### config.mk
export PLATFORM = sky130hd
export DESIGN_NAME = alu_ctrl_seq
export DESIGN_NICKNAME = d
export VERILOG_FILES = /design/src/rtl/alu_ctrl_seq.sv
export SDC_FILE = /design/constraint.sdc
export NUM_CORES = 1
export LEC_CHECK = 0
export ABC_AREA = 1
export BUFFER_PORTS_ARGS = -buffer_cell sky130_fd_sc_hd__clkbuf_2
export CORE_AREA = 3 3 42 44
export CTS_BUF_LIST = sky130_fd_sc_hd__clkbuf_8
export CTS_CLUSTER_SIZE = 16
export DETAILED_ROUTE_END_ITERATION = 7
export DIE_AREA = 0 0 45 47
export GPL_ROUTABILITY_DRIVEN = 0
export GPL_TIMING_DRIVEN = 0
export PLACE_DENSITY = 0.84
export SETUP_SLACK_MARGIN = 0.15
export SYNTH_ARGS = -nofsm -noshare
export SYNTH_HDL_FRONTEND = slang
export SYNTH_SLANG_ARGS = --single-unit
### constraint.sdc
create_clock -name clk -period 1 [get_ports clk]
set_clock_uncertainty 0.05 [all_clocks]
set_input_delay 0.05 -clock clk [delete_from_list [all_inputs] [get_ports clk]]
set_output_delay 0.05 -clock clk [all_outputs]
set_load 0.01 [all_outputs]
### src/rtl/alu_ctrl_seq.sv
// Registered ALU/MDU operation decoder with a single valid/ready output stage.
// Define ALU_CTRL_MDU_EN to decode M-extension ops and stall for their latency.
module alu_ctrl_seq #(
  parameter int OP_W       = 5,
  parameter int MUL_CYCLES = 2,
  parameter int DIV_CYCLES = 32
) (
  input  logic            clk,
  input  logic            reset,
  input  logic            flush,
  input  logic            in_valid,
  output logic            in_ready,
  input  logic [2:0]      alu_op,
  input  logic [6:0]      funct7,
  input  logic [2:0]      funct3,
  output logic            out_valid,
  input  logic            out_ready,
  output logic [OP_W-1:0] operation,
  output logic            illegal,
  output logic            mdu_op
);

  // state  | meaning
  // EMPTY  | no held op, ready for a request
  // FULL   | decoded op presented downstream
  // MDU    | multi-cycle op in flight, upstream stalled
  localparam logic [1:0] S_EMPTY = 2'd0;
  localparam logic [1:0] S_FULL  = 2'd1;
`ifdef ALU_CTRL_MDU_EN
  localparam logic [1:0] S_MDU   = 2'd2;
`endif

  localparam logic [4:0] OP_AND  = 5'b00000;
  localparam logic [4:0] OP_SUB  = 5'b00001;
  localparam logic [4:0] OP_ADD  = 5'b00010;
  localparam logic [4:0] OP_BNE  = 5'b00011;
  localparam logic [4:0] OP_OR   = 5'b00100;
  localparam logic [4:0] OP_XOR  = 5'b00101;
  localparam logic [4:0] OP_BGE  = 5'b00110;
  localparam logic [4:0] OP_BLT  = 5'b00111;
  localparam logic [4:0] OP_BEQ  = 5'b01000;
  localparam logic [4:0] OP_SLL  = 5'b01001;
  localparam logic [4:0] OP_SRL  = 5'b01010;
  localparam logic [4:0] OP_SRA  = 5'b01011;
  localparam logic [4:0] OP_SLT  = 5'b01100;
  localparam logic [4:0] OP_SLTU = 5'b01101;
  localparam logic [4:0] OP_BLTU = 5'b01110;
  localparam logic [4:0] OP_BGEU = 5'b01111;

  localparam logic [6:0] F7_BASE = 7'b0000000;
  localparam logic [6:0] F7_ALT  = 7'b0100000;

  logic [1:0]      state_q, state_d;
  logic [OP_W-1:0] op_q, op_d;
  logic            ill_q, ill_d;
  logic [4:0]      dec_code;
  logic            dec_ill;
  logic            accept;

  // funct3 -> op for the shared R/I arithmetic group (funct7 checked by caller)
  function automatic logic [4:0] base_op(input logic [2:0] f3);
    case (f3)
      3'b000:  base_op = OP_ADD;
      3'b001:  base_op = OP_SLL;
      3'b010:  base_op = OP_SLT;
      3'b011:  base_op = OP_SLTU;
      3'b100:  base_op = OP_XOR;
      3'b101:  base_op = OP_SRL;
      3'b110:  base_op = OP_OR;
      default: base_op = OP_AND;
    endcase
  endfunction

`ifdef ALU_CTRL_MDU_EN
  localparam int MAX_C = (MUL_CYCLES > DIV_CYCLES) ? MUL_CYCLES : DIV_CYCLES;
  localparam int CNT_W = (MAX_C > 2) ? $clog2(MAX_C) : 1;
  localparam logic [CNT_W-1:0] MUL_LOAD = CNT_W'(MUL_CYCLES - 1);
  localparam logic [CNT_W-1:0] DIV_LOAD = CNT_W'(DIV_CYCLES - 1);

  logic [CNT_W-1:0] cnt_q, cnt_d;
  logic             mdu_q, mdu_d;
  logic             dec_mdu;
  logic             dec_multi;
`endif

  always_comb begin
    dec_code = OP_ADD;
    dec_ill  = 1'b0;
`ifdef ALU_CTRL_MDU_EN
    dec_mdu  = 1'b0;
`endif
    case (alu_op)
      3'b000, 3'b100: dec_code = OP_ADD;
      3'b001: begin
        case (funct3)
          3'b000:  dec_code = OP_BEQ;
          3'b001:  dec_code = OP_BNE;
          3'b100:  dec_code = OP_BLT;
          3'b101:  dec_code = OP_BGE;
          3'b110:  dec_code = OP_BLTU;
          3'b111:  dec_code = OP_BGEU;
          default: dec_ill  = 1'b1;
        endcase
      end
      3'b010: begin
        if (funct7 == F7_BASE)
          dec_code = base_op(funct3);
        else if (funct7 == F7_ALT && funct3 == 3'b000)
          dec_code = OP_SUB;
        else if (funct7 == F7_ALT && funct3 == 3'b101)
          dec_code = OP_SRA;
`ifdef ALU_CTRL_MDU_EN
        else if (funct7 == 7'b0000001) begin
          dec_code = {2'b10, funct3};
          dec_mdu  = 1'b1;
        end
`endif
        else
          dec_ill = 1'b1;
      end
      3'b011: begin
        case (funct3)
          3'b001: begin
            if (funct7 == F7_BASE) dec_code = OP_SLL;
            else                   dec_ill  = 1'b1;
          end
          3'b101: begin
            if (funct7 == F7_BASE)     dec_code = OP_SRL;
            else if (funct7 == F7_ALT) dec_code = OP_SRA;
            else                       dec_ill  = 1'b1;
          end
          default: dec_code = base_op(funct3);
        endcase
      end
      default: dec_ill = 1'b1;
    endcase
    if (dec_ill) dec_code = 5'd0;
  end

  always_comb begin
    in_ready = 1'b0;
    case (state_q)
      S_EMPTY: in_ready = 1'b1;
      S_FULL:  in_ready = out_ready;
      default: in_ready = 1'b0;
    endcase
    in_ready = in_ready & ~flush & ~reset;
  end

  assign accept = in_valid & in_ready;

`ifdef ALU_CTRL_MDU_EN
  // funct3[2] separates DIV/REM from MUL; single-cycle units skip the MDU state
  assign dec_multi = dec_mdu & (funct3[2] ? (DIV_CYCLES >= 2) : (MUL_CYCLES >= 2));
`endif

  always_comb begin
    state_d = state_q;
    op_d    = op_q;
    ill_d   = ill_q;
`ifdef ALU_CTRL_MDU_EN
    cnt_d   = cnt_q;
    mdu_d   = mdu_q;
`endif
    if (accept) begin
      op_d    = OP_W'(dec_code);
      ill_d   = dec_ill;
      state_d = S_FULL;
`ifdef ALU_CTRL_MDU_EN
      mdu_d   = dec_mdu;
      if (dec_multi) begin
        state_d = S_MDU;
        cnt_d   = funct3[2] ? DIV_LOAD : MUL_LOAD;
      end
`endif
    end else begin
      case (state_q)
        S_FULL: if (out_ready) state_d = S_EMPTY;
`ifdef ALU_CTRL_MDU_EN
        S_MDU: begin
          cnt_d = cnt_q - CNT_W'(1);
          if (cnt_q == CNT_W'(1)) state_d = S_FULL;
        end
`endif
        default: state_d = state_q;
      endcase
    end
    if (flush) begin
      state_d = S_EMPTY;
`ifdef ALU_CTRL_MDU_EN
      cnt_d   = '0;
`endif
    end
  end

  always_ff @(posedge clk) begin
    if (reset) begin
      state_q <= S_EMPTY;
      op_q    <= '0;
      ill_q   <= 1'b0;
`ifdef ALU_CTRL_MDU_EN
      cnt_q   <= '0;
      mdu_q   <= 1'b0;
`endif
    end else begin
      state_q <= state_d;
      op_q    <= op_d;
      ill_q   <= ill_d;
`ifdef ALU_CTRL_MDU_EN
      cnt_q   <= cnt_d;
      mdu_q   <= mdu_d;
`endif
    end
  end

  assign out_valid = (state_q == S_FULL);
  assign operation = op_q;
  assign illegal   = ill_q;
`ifdef ALU_CTRL_MDU_EN
  assign mdu_op    = mdu_q;
`else
  assign mdu_op    = 1'b0;
`endif

endmodule
; ---- Yosys cells after proc, flatten, opt, wreduce, memory -nomap -nowiden
; Index checks and enable logic that the tools add are counted.
[totals]
regBits = 7
input_bits = 18
wordCells = 57
[op_classes]
eq_ne = 12
muxes = 25
reduce_logical = 12
n_bitwise = 5
[op_table]
columns = cell, count
row1 = $pmux W4 S7, 1
row2 = $pmux W4 S6, 1
row3 = $mux W4, 5
row4 = $pmux W4 S5, 1
row5 = $eq A3 B3 Y1 const B, 5
row6 = $pmux W5 S3, 1
row7 = $eq A3 B2 Y1 const B, 4
row8 = $mux W1, 10
row9 = $mux W5, 2
row10 = $pmux W5 S2, 1
row11 = $eq A7 B6 Y1 const B, 1
row12 = $logic_not A7 Y1, 1
row13 = $eq A3 B1 Y1 const B, 2
row14 = $logic_not A3 Y1, 2
row15 = $reduce_or A6 Y1, 1
row16 = $pmux W1 S2, 2
row17 = $pmux W1 S4, 1
row18 = $reduce_bool A2 Y1, 2
row19 = $reduce_or A2 Y1, 2
row20 = $and A1 B1 Y1, 3
row21 = $logic_and A1 B1 Y1, 2
row22 = $logic_not A2 Y1, 1
row23 = $not A1 Y1, 2
row24 = $reduce_and A2 Y1, 1

; ---- Logic depth before layout (Yosys ltp)
[logic_depth]
depth_word = 7
depth_mapped = 10
mapped_depth_nobuf = 9

; ---- Worst setup path after synthesis
; Ideal clock, no wire load.
[synth_timing]
path_kind = reg2reg
from = register state_q[0]
to = register ill_q, in the netlist illegal
required_ns = 0.829
path_slack_ns = -0.171
period_less_slack_ns = 1.171
path_stages_with_launch = 8
arrival_ns = 1.000
path_buffers = 0
cell_sequence = dfxtp_1 -> inv_1 -> nor2_1 -> nor2_2 -> nand2_1 -> inv_1 -> o21bai_1 -> a21oi_1
[synth_between]
elab_chain_len = 5
[synth_rtl]
columns = element, line_no
row1 = "start, declared", 53  ; logic [1:0] state_q, state_d;
row2 = "start signal, assigned", 206  ; state_q <= state_d;
row3 = $logic_not A2 Y1, 142  ; case (state_q)
row4 = $pmux W1 S2 (*), 142
row5 = $and A1 B1 Y1 (*) (2 in series), 147  ; in_ready = in_ready & ~flush & ~reset;
row6 = via in_ready, 12  ; output logic in_ready,
row7 = $and A1 B1 Y1 (*), 150  ; assign accept = in_valid & in_ready;
row8 = "end signal, assigned", 208  ; ill_q <= ill_d;
row9 = "end, declared", 55  ; logic ill_q, ill_d;
; Mark *: on every way through the listed nets, which the timed path passes. The rest lies on a longest branch.
; A chain may end at the register's enable or synchronous reset.

; ---- Worst setup path after layout
[layout_timing]
from = register state_q[0]
to = register op_q[2], in the netlist operation[2]
[layout_between]
elab_chain_len = 5
[layout_rtl]
columns = element, line_no
row1 = $logic_not A2 Y1, 142
row2 = $pmux W1 S2 (*), 142
row3 = $and A1 B1 Y1 (*) (2 in series), 147
row4 = $and A1 B1 Y1 (*), 150
row5 = "end signal, assigned", 207  ; op_q <= op_d;
row6 = "end, declared", 54  ; logic [OP_W-1:0] op_q, op_d;
; Mark *: on every way between the ends. The rest lies on a longest branch, timed or not.

==> reports/summary.md <==
Timing would allow up to 985 MHz. The area of the die is 0.00212 sq mm, and the cell internal power dissipation is 594 uW. The logs give 14 for the cell row count and 2 for the maximum number of buffers from clock root to sink. The synthesized-area fraction occupied by ao, oa, aoi and oai cells was 0.158; the sequential cell area was 121 sq um.

The finished layout holds 152 standard cells, fillers aside. The biggest fanout along the worst timing path came out at 4. The element type at the critical path start was a register.

The sum of negative setup slack was -0.0281 ns. The number of buffers added on ports was 23; the overall overflow remaining after global route was 0. In the routed layout, each cell is associated on average with a via count of 5.03. For this run, design rule violations remaining after detail routing come to 0. The tools report the buffer type at the clock tree root as sky130_fd_sc_hd__clkbuf_8. In this run the power spent charging and discharging nets is 233 uW. The run gives 1 as the H-tree depth. The ratio of final minimum period to clock period was 1.01; the count of unique library cells instantiated by Yosys was 22.

The commonest cells after synthesis are 25 x sky130_fd_sc_hd__nand2_1, 13 x sky130_fd_sc_hd__inv_1, 12 x sky130_fd_sc_hd__nor2_1. Counting cells, the worst reg-to-reg path comes to 7. The critical path depth was 7; the register-to-register path setup slack was -0.01 ns. The vertical die dimension is 47 um. Initial detailed-routing violation count: 26. The final layout contains routed wiring with a total length of 1580 um.

The type of element capturing the critical path was a register. Setup repair after global routing could not meet its margin everywhere. The run gives 6 as the number of sinks on the clock net. The final critical path time including I/O delays and setup was 1.01 ns; the via count of the first global-routing pass was 572.

The most numerous cell type found on the critical path is sky130_fd_sc_hd__nor2_4. The run gives 0 as the count of maximum capacitance violations. The xor and xnor area share after synthesis came out at 0. The logs give 0 for the number of antenna violations at the first check in global routing and 105 for the post-synthesis cell count.

27 I/O pins were placed. Clock latency on the worst-skew pair, taken at its later pin, is 0.22 ns. The number of max-slew violations in the final report is 0. The count of nets left with antenna violations once routing finished came out at 0. The slowest stage of the critical path is the sky130_fd_sc_hd__dfxtp_2 cell.

The share of total power in combinational logic is 0.259. The dominant cell by count in the synthesized netlist was sky130_fd_sc_hd__nand2_1. The tools report the final critical-path setup slack as -0.0150 ns. The design draws 828 uW. The routed length per placed instance works out to 10.4 um. The run gives 0.610 mV as the worst voltage drop across the vdd grid. During synthesis, Yosys emitted a total of 0 warnings.

The run gives 0.589 as the utilization after layout. In this run the critical register-to-register path is launched from state_q[0]. The first-pass GRT wire length was 2160 um. Final layout net count: 156. The worst hold path belongs to the class input port to register. The biggest area contributor in the post-synthesis netlist is sky130_fd_sc_hd__dfxtp_1. The layout cell share with drive strength beyond 1 was 0.441. Leading register cell type out of synthesis: sky130_fd_sc_hd__dfxtp_1. The simple-gate share of the synthesized area works out to 0.502. Proportion of netlist area held by the largest area contributor: 0.198. Proportion of synthesized flip-flops having asynchronous set or reset: 0. The initial core utilization came out at 0.413. In the final layout, the multi-input gates occupy 450 sq um.

The run gives 0 as the number of hold violations in the final report. In this run the worst setup path terminates at operation[2]. Placeable core region: 0.00147 sq mm. Once placement completed, the tool counted placed cells totaling 145. The checks that failed: setup timing. The critical path contains buffers and inverters numbering 2 combined.

In this run the horizontal extent of the chip is 45 um. TritonCTS built the clock tree. The critical path start-end classification is register to register.

Counting the buffers created by CTS gives 3. Entering global routing, the biggest net connects 11 pins. The repair_antennas step left the layout with diodes totalling 0. The post-synthesis instance area is 608 sq um. At the worst endpoint, the required time is 1.10 ns. The share of power burned in registers was 0.304. The biggest cell delay along the critical path is 0.32 ns, and the power density of the placed cells is 954 mW/mm^2. The main combinational cell family by area after synthesis is simple AND/OR/NAND/NOR gates. The synthesized design contains 6 register bits. The worst register-to-register path ends at operation[2]. Net switching fraction of the power: 0.282. The first detailed-routing pass ran for 4 iterations.

Counting the fill cells in the layout gives 134. Tracing the worst setup path back leads to its startpoint at state_q[0]. The global-route usage over all layers is 0.136. The signal on the critical path passes through inv_2, nor2_4, nor2_4, nand2_4, buf_4, nand2_1, a21oi_1. For this design the static power due to leakage is 0.000447 uW. Sorting the synthesized cells by area gives the leading types as sky130_fd_sc_hd__dfxtp_1 20%, sky130_fd_sc_hd__nand2_1 15%, sky130_fd_sc_hd__inv_1 8.0%, sky130_fd_sc_hd__nand3_1 7.4%, sky130_fd_sc_hd__nor2_1 7.4%. The portion of netlist area occupied by mux cells was 0; the area overhead of the layout relative to synthesis was 42.6%. Across all layers, the routed design uses 765 vias.

The run finished, with violations left. Setup violations remaining at the end of the flow were counted as 3. Counting flops with a built-in enable in the synthesized netlist gives 0.

The tools report the arrival time of the worst setup path as 1.12 ns. The logs give 0.437 for the clock network power share and 0.198 for the fraction of the yosys area taken by sequential cells. Buffers inserted to repair hold after CTS numbered 0. A synthesized cell averages 5.79 sq um. Summed over all nets, the half-perimeter wirelength after detailed placement is 1200 um. The kind of cell with the highest combined delay along the critical path is flip-flops. Post-synthesis adder-cell area fraction: 0. Clock-pin slew on the worst setup and hold paths: 0.03 ns.
==> power by group through the flow <==
stage,Combinational (uW),Sequential (uW),Clock [uW]
floorplan,116,258,0
global placement,183,254,0
detailed placement,189,255,0
CTS,199,252,369
global route,237,252,379
finish,214,252,362
==> cell usage in the layout (no fill, tap or decap), types with 2 or more instances in the layout <==
master,Yosys,final
sky130_fd_sc_hd__a21oi_1,7,6
sky130_fd_sc_hd__a21oi_2,1,2
sky130_fd_sc_hd__buf_4,3,6
sky130_fd_sc_hd__clkbuf_2,0,22
sky130_fd_sc_hd__clkbuf_8,0,3
sky130_fd_sc_hd__conb_1,1,2
sky130_fd_sc_hd__dfxtp_1,6,5
sky130_fd_sc_hd__inv_1,13,11
sky130_fd_sc_hd__inv_2,3,4
sky130_fd_sc_hd__nand2_1,25,23
sky130_fd_sc_hd__nand2_2,4,5
sky130_fd_sc_hd__nand3_1,9,8
sky130_fd_sc_hd__nand3_2,3,4
sky130_fd_sc_hd__nor2_1,12,9
sky130_fd_sc_hd__nor2_2,4,4
sky130_fd_sc_hd__nor2_4,2,5
sky130_fd_sc_hd__o21ai_0,4,3
sky130_fd_sc_hd__o21ai_1,1,2
sky130_fd_sc_hd__o22ai_1,2,2
==> worst register-to-register path, delay by kind of cell (launching register included) <==
| kind | cells | cell delay [ns] |
|---|---|---|
| flops | 1 | 0.32 |
| compound gates | 1 | 0.13 |
| buf+inv | 2 | 0.15 |
| simple gates | 4 | 0.28 |
==> state kept, by name, indices dropped and copies added, names as in the netlist <==
register and count:
state_q 1, operation 4, illegal 1
==> worst min-delay path by stage <==
stage / slack [ns] / start / cells after the start / to
finish: 0.02 / reset / 2 / operation[1]
global route: 0.03 / reset / 2 / operation[1]
CTS: 0.01 / reset / 2 / operation[1]
detailed placement: 0.25 / reset / 2 / operation[1]
global placement: 0.24 / reset / 2 / operation[1]
floorplan: 0.06 / reset / 1 / operation[1]
==> metrics by stage <==
stage          setup slack, ns  area [sq um]  hold WS [ns]
3_3_place_gp            -0.122           753         0.236
2_1_floorplan          -0.0320           618        0.0624
6_report               -0.0150           867        0.0239
3_5_place_dp            -0.158           753         0.246
4_1_cts                -0.0281           828        0.0114
5_1_grt                -0.0822           867        0.0284
==> layer usage <==
metal / share of wire / wire length (um) / track usage
met5: 0 / 0 / 0
met4: 0.011 / 17 / 0.0526
met3: 0.075 / 118 / 0.0345
met2: 0.51 / 801 / 0.218
met1: 0.41 / 642 / 0.176
==> cells by family after synthesis <==
family,count (synthesis)
compound gates,17
buf+inv,19
other cells,1
flops,6
simple gates,62
==> cell type report <==
class	instances	area share
buffer	3	0.0260
clock buffer	3	0.0476
inverter	16	0.0722
multi-input combinational	81	0.519
sequential	6	0.140
tap	16	0.0231
timing repair buffer	27	0.172
==> what timing repair did <==
| action | 4_1_cts | 5_1_grt |
|---|---|---|
| pin swaps | 5 | 6 |
| endpoints found under the setup margin | 6 | 6 |
| endpoints found under the hold margin | 0 | 0 |
| resized for setup | 3 | 10 |
| setup buffers | 3 | 1 |
(Power assumes the default switching activity.)
